File: config.mk
export PLATFORM = sky130hd
export DESIGN_NAME = mem_pattern_tester_flat
export DESIGN_NICKNAME = d
export VERILOG_FILES = /design/src/rtl/mem_pattern_tester_pkg.sv /design/src/rtl/mem_pattern_tester_if.sv /design/src/rtl/mem_pattern_tester_wait_timer.sv /design/src/rtl/mem_pattern_tester.sv /design/src/flat_wrapper.sv
export SDC_FILE = /design/constraint.sdc
export NUM_CORES = 1
export LEC_CHECK = 0
export BUFFER_PORTS_ARGS = -buffer_cell sky130_fd_sc_hd__buf_2
export CORE_MARGIN = 10
export CORE_UTILIZATION = 60
export DETAILED_ROUTE_END_ITERATION = 7
export PLACE_DENSITY = 0.85
export SYNTH_ARGS = -nofsm -noshare
export SYNTH_HDL_FRONTEND = slang
export SYNTH_SLANG_ARGS = --single-unit
export TNS_END_PERCENT = 50
File: constraint.sdc
create_clock -name i_clk -period 4.3 [get_ports i_clk]
set_input_delay 0.215 -clock i_clk [delete_from_list [all_inputs] [get_ports i_clk]]
set_output_delay 0.215 -clock i_clk [all_outputs]
set_load 0.005 [all_outputs]
File: src/rtl/mem_pattern_tester_pkg.sv
// Shared types and helpers for the memory pattern tester: FSM states,
// default seed and the expected-data generator.
package mem_test_pkg;

    typedef enum logic [2:0] {
        S_IDLE,
        S_WR,
        S_WR_WAIT,
        S_RD,
        S_RD_WAIT,
        S_CHECK,
        S_DONE
    } state_t;

    localparam logic [7:0] DEFAULT_SEED = 8'hA5;

    // Phase 1 inverts the phase 0 pattern so every bit is exercised both ways.
    function automatic logic [7:0] f_pattern(input logic i_phase,
                                             input logic [3:0] i_addr,
                                             input logic [7:0] i_seed);
        logic [7:0] w_base;
        w_base = {4'h0, i_addr} ^ i_seed;
        return i_phase ? ~w_base : w_base;
    endfunction

endpackage

File: src/rtl/mem_pattern_tester_if.sv
// Control/status and register-style memory port of the pattern tester.
// master = tester side, slave = bench/memory side.
interface mem_pattern_tester_if;
    logic       start;
    logic       busy;
    logic       done;
    logic       pass;
    logic [7:0] err_count;
    logic [3:0] fail_addr;
    logic [7:0] fail_rdata;
    logic       mem_write;
    logic       mem_read;
    logic [3:0] mem_addr;
    logic [7:0] mem_wdata;
    logic [7:0] mem_rdata;

    modport master (
        input  start, mem_rdata,
        output busy, done, pass, err_count, fail_addr, fail_rdata,
               mem_write, mem_read, mem_addr, mem_wdata
    );

    modport slave (
        output start, mem_rdata,
        input  busy, done, pass, err_count, fail_addr, fail_rdata,
               mem_write, mem_read, mem_addr, mem_wdata
    );
endinterface

File: src/rtl/mem_pattern_tester_wait_timer.sv
// Loadable down-counter timing the idle gap after each memory strobe.
// Loaded during the strobe cycle; expire is high on the last wait cycle.
module mem_test_wait_timer #(
    parameter int WAIT_CYCLES = 8
) (
    input  logic i_clk,
    input  logic i_rst,
    input  logic i_load,
    output logic o_expire
);
    localparam int CW = $clog2(WAIT_CYCLES + 1);
    localparam logic [CW-1:0] LOAD_VAL = CW'(WAIT_CYCLES - 1);

    logic [CW-1:0] r_count;

    always_ff @(posedge i_clk or posedge i_rst) begin
        if (i_rst) begin
            r_count <= '0;
        end else if (i_load) begin
            r_count <= LOAD_VAL;
        end else if (r_count != '0) begin
            r_count <= r_count - CW'(1);
        end
    end

    assign o_expire = (r_count == '0);
endmodule

File: src/rtl/mem_pattern_tester.sv
// Two-phase write/readback pattern tester driving the memory_interface
// register port; reports pass, error count and first failing location.
module mem_pattern_tester
    import mem_test_pkg::*;
#(
    parameter int         DEPTH       = 16,
    parameter int         WAIT_CYCLES = 8,
    parameter logic [7:0] SEED        = DEFAULT_SEED
) (
    input  logic                 i_clk,
    input  logic                 i_rst,
    mem_pattern_tester_if.master bus
);
    localparam logic [3:0] LAST_ADDR = 4'(DEPTH - 1);

    state_t     r_state;
    state_t     w_next;
    logic       r_phase;
    logic [3:0] r_addr;
    logic [7:0] r_wdata;
    logic [7:0] r_rdata;
    logic [7:0] r_err_count;
    logic [3:0] r_fail_addr;
    logic [7:0] r_fail_rdata;
    logic       r_pass;

    logic       w_expire;
    logic       w_timer_load;
    logic       w_last;
    logic       w_mismatch;
    logic [7:0] w_expected;

    assign w_timer_load = (r_state == S_WR) || (r_state == S_RD);
    assign w_last       = (r_addr == LAST_ADDR);
    assign w_expected   = f_pattern(r_phase, r_addr, SEED);
    assign w_mismatch   = (r_state == S_CHECK) && (r_rdata != w_expected);

    mem_test_wait_timer #(.WAIT_CYCLES(WAIT_CYCLES)) u_wait_timer (
        .i_clk    (i_clk),
        .i_rst    (i_rst),
        .i_load   (w_timer_load),
        .o_expire (w_expire)
    );

    always_ff @(posedge i_clk or posedge i_rst) begin
        if (i_rst) r_state <= S_IDLE;
        else       r_state <= w_next;
    end

    always_comb begin
        w_next = r_state;
        case (r_state)
            S_IDLE:    if (bus.start) w_next = S_WR;
            S_WR:      w_next = S_WR_WAIT;
            S_WR_WAIT: if (w_expire) w_next = w_last ? S_RD : S_WR;
            S_RD:      w_next = S_RD_WAIT;
            S_RD_WAIT: if (w_expire) w_next = S_CHECK;
            S_CHECK: begin
                if (!w_last)      w_next = S_RD;
                else if (!r_phase) w_next = S_WR;
                else              w_next = S_DONE;
            end
            S_DONE:    w_next = S_IDLE;
            default:   w_next = S_IDLE;
        endcase
    end

    always_ff @(posedge i_clk or posedge i_rst) begin
        if (i_rst) begin
            r_phase      <= 1'b0;
            r_addr       <= '0;
            r_wdata      <= '0;
            r_rdata      <= '0;
            r_err_count  <= '0;
            r_fail_addr  <= '0;
            r_fail_rdata <= '0;
            r_pass       <= 1'b0;
        end else begin
            case (r_state)
                S_IDLE: if (bus.start) begin
                    r_phase      <= 1'b0;
                    r_addr       <= '0;
                    r_wdata      <= f_pattern(1'b0, 4'h0, SEED);
                    r_err_count  <= '0;
                    r_fail_addr  <= '0;
                    r_fail_rdata <= '0;
                    r_pass       <= 1'b0;
                end
                S_WR_WAIT: if (w_expire) begin
                    if (w_last) begin
                        r_addr <= '0;
                    end else begin
                        r_addr  <= r_addr + 4'd1;
                        r_wdata <= f_pattern(r_phase, r_addr + 4'd1, SEED);
                    end
                end
                S_RD_WAIT: if (w_expire) r_rdata <= bus.mem_rdata;
                S_CHECK: begin
                    if (w_mismatch) begin
                        if (r_err_count != 8'hFF) r_err_count <= r_err_count + 8'd1;
                        // Zero count means this is the first error of the run.
                        if (r_err_count == 8'd0) begin
                            r_fail_addr  <= r_addr;
                            r_fail_rdata <= r_rdata;
                        end
                    end
                    if (!w_last) begin
                        r_addr <= r_addr + 4'd1;
                    end else if (!r_phase) begin
                        r_phase <= 1'b1;
                        r_addr  <= '0;
                        r_wdata <= f_pattern(1'b1, 4'h0, SEED);
                    end else begin
                        r_pass <= (r_err_count == 8'd0) && !w_mismatch;
                    end
                end
                default: ;
            endcase
        end
    end

    assign bus.mem_write  = (r_state == S_WR);
    assign bus.mem_read   = (r_state == S_RD);
    assign bus.mem_addr   = r_addr;
    assign bus.mem_wdata  = r_wdata;
    assign bus.busy       = (r_state != S_IDLE) && (r_state != S_DONE);
    assign bus.done       = (r_state == S_DONE);
    assign bus.pass       = r_pass;
    assign bus.err_count  = r_err_count;
    assign bus.fail_addr  = r_fail_addr;
    assign bus.fail_rdata = r_fail_rdata;
endmodule

File: src/flat_wrapper.sv
// flat-port wrapper written by rule: the top's interface ports become plain ports
module mem_pattern_tester_flat import mem_test_pkg::*;
#(
    parameter int         DEPTH       = 16,
    parameter int         WAIT_CYCLES = 8,
    parameter logic [7:0] SEED        = DEFAULT_SEED
)
  (i_clk, i_rst, bus_start, bus_mem_rdata, bus_busy, bus_done, bus_pass, bus_err_count, bus_fail_addr, bus_fail_rdata, bus_mem_write, bus_mem_read, bus_mem_addr, bus_mem_wdata);
  mem_pattern_tester_if bus_i ();
  input  logic i_clk;
  input  logic i_rst;
  input wire logic [$bits(bus_i.start)-1:0] bus_start;
  input wire logic [$bits(bus_i.mem_rdata)-1:0] bus_mem_rdata;
  output wire logic [$bits(bus_i.busy)-1:0] bus_busy;
  output wire logic [$bits(bus_i.done)-1:0] bus_done;
  output wire logic [$bits(bus_i.pass)-1:0] bus_pass;
  output wire logic [$bits(bus_i.err_count)-1:0] bus_err_count;
  output wire logic [$bits(bus_i.fail_addr)-1:0] bus_fail_addr;
  output wire logic [$bits(bus_i.fail_rdata)-1:0] bus_fail_rdata;
  output wire logic [$bits(bus_i.mem_write)-1:0] bus_mem_write;
  output wire logic [$bits(bus_i.mem_read)-1:0] bus_mem_read;
  output wire logic [$bits(bus_i.mem_addr)-1:0] bus_mem_addr;
  output wire logic [$bits(bus_i.mem_wdata)-1:0] bus_mem_wdata;
  assign bus_i.start = bus_start;
  assign bus_i.mem_rdata = bus_mem_rdata;
  assign bus_busy = bus_i.busy;
  assign bus_done = bus_i.done;
  assign bus_pass = bus_i.pass;
  assign bus_err_count = bus_i.err_count;
  assign bus_fail_addr = bus_i.fail_addr;
  assign bus_fail_rdata = bus_i.fail_rdata;
  assign bus_mem_write = bus_i.mem_write;
  assign bus_mem_read = bus_i.mem_read;
  assign bus_mem_addr = bus_i.mem_addr;
  assign bus_mem_wdata = bus_i.mem_wdata;
  mem_pattern_tester #(.DEPTH(DEPTH), .WAIT_CYCLES(WAIT_CYCLES), .SEED(SEED)) u_core (.i_clk(i_clk), .i_rst(i_rst), .bus(bus_i));
endmodule
==> qor.yml <==
run_status:
  status: "completed"
placement:
  hpwl_mm: 4.11
  portBuffers: 47
  gp_congestion: 0.877
floorplan:
  core_um2: 4290
  row_count: 24
  io_pins: 48
  die_height_um: 86.2
  die_x_um: 86.2
  die-area_um2: 7430
  start_util: 0.613
clock_tree:
  cts_sinks: 47
  cts_made_buffers: 5
  holdBufCountCts: 0
  cts_resized: 0
  cts_tree: "built"
  cts-root-buf: "clkbuf_8"
  clock_path_buffers: 2
  path_clk_slew_ps: 90
  clock_latency_ps: 300
  postCtsSetupBuffers: 0
  h-tree-depth: 2
synthesis:
  async_reset_ff_frac: 1.00
  synth_ff_type: "dfrtp_1"
  ys_ff_latch: 47
  syn_area_um2: 2630
  ys_types: 54
  syn_area_per_cell_um2: 10.1
  syn_nets: 275
  synth-edff-count: 0
  synthCells: 260
  yosysWarnings: 0
  ys_seq_area_frac: 0.447
pwr:
  power_leakage_nw: 1.43
  total_power_mw: 0.800
  p_per_area_nw_per_um2: 270
  peakVddDrop_mv: 0.182
setup_path:
  cpMaxStageDelayCell: "o31ai_1"
  critical_path_class: "register to register"
  crit_chain: "inv_1 > ha_1 > nor3b_2 > mux2i_1 > o31ai_1 > and3_1 > mux2_2"
  slowest_delay_ps: 480
  crit_fanout: 6
  path_buf_inv: 1
  crit_arrival_ps: 2720
  worstReg2RegStart: "u_core.u_wait_timer.r_count[0]$_DFFE_PP0P_"
  rrSetupSlack_ps: 1770
  cp-start-kind: "register"
  cp-end-kind: "register"
  cp_top_family: "simple AND/OR/NAND/NOR gates"
  r2r_end: "u_core.bus.mem_wdata[0]$_DFFE_PP0P_"
  reg2reg_depth: 7
  required_ps: 4490
finish:
  area_delta_synth_final_pct: 12.5
  fin_nets: 314
  drive_gt1_frac: 0.260
  antenna_cells: 0
routing:
  met1_length_mm: 2.60
  first_pass_iters: 4
  via_per_inst: 5.66
  drc: 0
  wl_per_cell_um: 16.0
  met2_length_mm: 2.65
  drtIter0Drc: 91
  drt_wl_total_mm: 5.65
  highest-signal-layer: "met4"
  wl_met3_um: 349
  vias: 1993
  drtAntennaViolNets: 0
timing:
  final.min_clock_period_ps: 2530
  tns_ps: 0
  skew_ps: 6.84
  fmax_ghz: 0.395
  hold_viol_final: 0
  max_slew_margin: 0.360
  finalSetupViolations: 0
  drv_slew: 0
  period_share: 0.589
  rsz0062_at_grt: "false"
  worst_pin_slew_ps: 959
global_route:
  antenna_found_initial: 0
  grt_use_total: 0.156
  gr-total-overflow: 0
  grt_pass1_wl_mm: 9.53
  first_global_vias: 2027
  grt_max_degree: 48
worst_hold_path:
  whs_path_depth: 2
  hold_end: "u_core.r_rdata[7]$_DFFE_PP0P_"
  holdCritPathClass: "primary input to register"
  hold_start: "bus_mem_rdata[7]"
flow_run:
  cap_violations: 0
[through the flow]
stage | worst slack [ps] | instance area [um^2] | instances | hold slack, ps | utilization
4_1_cts | 1760 | 2960 | 352 | 122 | 0.689
5_1_grt | 1530 | 2960 | 352 | 122 | 0.689
6_report | 1770 | 2960 | 352 | 123 | 0.689
3_3_place_gp | 1900 | 2850 | 344 | 428 | 0.663
2_1_floorplan | 2130 | 2630 | 260 | 347 | -
3_5_place_dp | 1780 | 2850 | 344 | 437 | 0.663
[cells by family after synthesis]
family,share of synthesized area
mux,0.125
buf+inv,0.0604
fa+ha+maj,0.0190
xor+xnor,0.0452
compound gates,0.117
simple gates,0.186
flops,0.447
[layer usage]
metal | track usage | vias to the layer above
li1 | - | 979
met1 | 0.200 | 963
met2 | 0.250 | 46
met3 | 0.0507 | 5
met4 | 0.0353 | 0
met5 | 0 | -
[worst max-delay path by stage]
stage	startpoint	to	cells past startpoint	slack [ps]
final	u_core.u_wait_timer.r_count[0]$_DFFE_PP0P_	u_core.bus.mem_wdata[0]$_DFFE_PP0P_	7	1770
after global routing	u_core.u_wait_timer.r_count[0]$_DFFE_PP0P_	u_core.bus.mem_wdata[1]$_DFFE_PP0P_	7	1530
after CTS	u_core.u_wait_timer.r_count[0]$_DFFE_PP0P_	u_core.bus.mem_wdata[5]$_DFFE_PP0P_	7	1760
after detailed placement	u_core.u_wait_timer.r_count[0]$_DFFE_PP0P_	u_core.bus.mem_wdata[5]$_DFFE_PP0P_	7	1780
after global placement	u_core.u_wait_timer.r_count[0]$_DFFE_PP0P_	u_core.bus.mem_wdata[2]$_DFFE_PP0P_	7	1900
after floorplan	u_core.u_wait_timer.r_count[0]$_DFFE_PP0P_	u_core.bus.mem_wdata[0]$_DFFE_PP0P_	8	2130
[sequential cells by signal, indices dropped and copies added, names as in the netlist]
name and flops:
u_core.bus.fail_rdata 8, u_core.r_state 3, u_core.bus.fail_addr 4, u_core.bus.err_count 8, u_core.r_phase 1, u_core.u_wait_timer.r_count 4, u_core.bus.pass 1, u_core.r_rdata 8
u_core.bus.mem_wdata 6, u_core.bus.mem_addr 4
[cells in the final DEF (no fill, tap or decap), drive strengths merged, types with 2 or more instances in the layout]
cell type  instances
a211o              2
a21bo              2
a21oi              6
a31o               2
a31oi              4
a32o               3
and2               2
and3               4
buf               47
clkbuf             5
clkinv             2
dfrtp             47
ha                 4
inv               20
mux2              15
mux2i             16
nand2             29
nand2b             7
nand3              8
nand3b             6
nand4              3
nor2              14
nor2b              2
nor3               3
nor3b              2
o21ai             11
o2bb2ai            2
o31ai              4
or3b               3
xnor2              9
xor2               2
[power by group]
part           leakage [nW]  switching [mW]  internal [mW]
Combinational         0.858          0.0131        0.00870
Clock                0.0581           0.155          0.173
Sequential            0.515         0.00420          0.445
Total                  1.43           0.172          0.627
[Yosys cell counts (2+ instances only)]
library cell / instances / area [um^2]
nor3b_2: 2 / 25.0
nand3_1: 7 / 35.0
and3_1: 4 / 25.0
nand2b_1: 7 / 43.8
o2bb2ai_1: 2 / 17.5
mux2_2: 10 / 113
nor2b_1: 2 / 12.5
ha_1: 4 / 50.1
buf_2: 3 / 15.0
a31oi_1: 4 / 25.0
or3b_1: 2 / 17.5
nand2_1: 29 / 109
mux2i_1: 16 / 160
nor2_1: 13 / 48.8
o31ai_1: 4 / 30.0
a32o_1: 3 / 30.0
inv_1: 20 / 75.1
buf_4: 2 / 15.0
nor3_1: 3 / 15.0
mux2_1: 5 / 56.3
dfrtp_1: 47 / 1180
o21ai_0: 10 / 50.1
nand3b_1: 6 / 45.0
a21bo_2: 2 / 20.0
clkbuf_1: 8 / 30.0
a21oi_1: 5 / 25.0
nand4_1: 3 / 18.8
and2_1: 2 / 12.5
xnor2_1: 9 / 78.8
xor2_1: 2 / 17.5
[layout make-up]
class                   instances  area [um^2]
fillers                       345         1330
inverters                      20         75.1
well taps                      52         65.1
clock inverters                 3         43.8
clock buffers                   5         68.8
repair buffers                 47          235
flip-flops and latches         47         1180
multi-input cells             178         1300
Note: power is estimated with default switching activity, not from simulation.
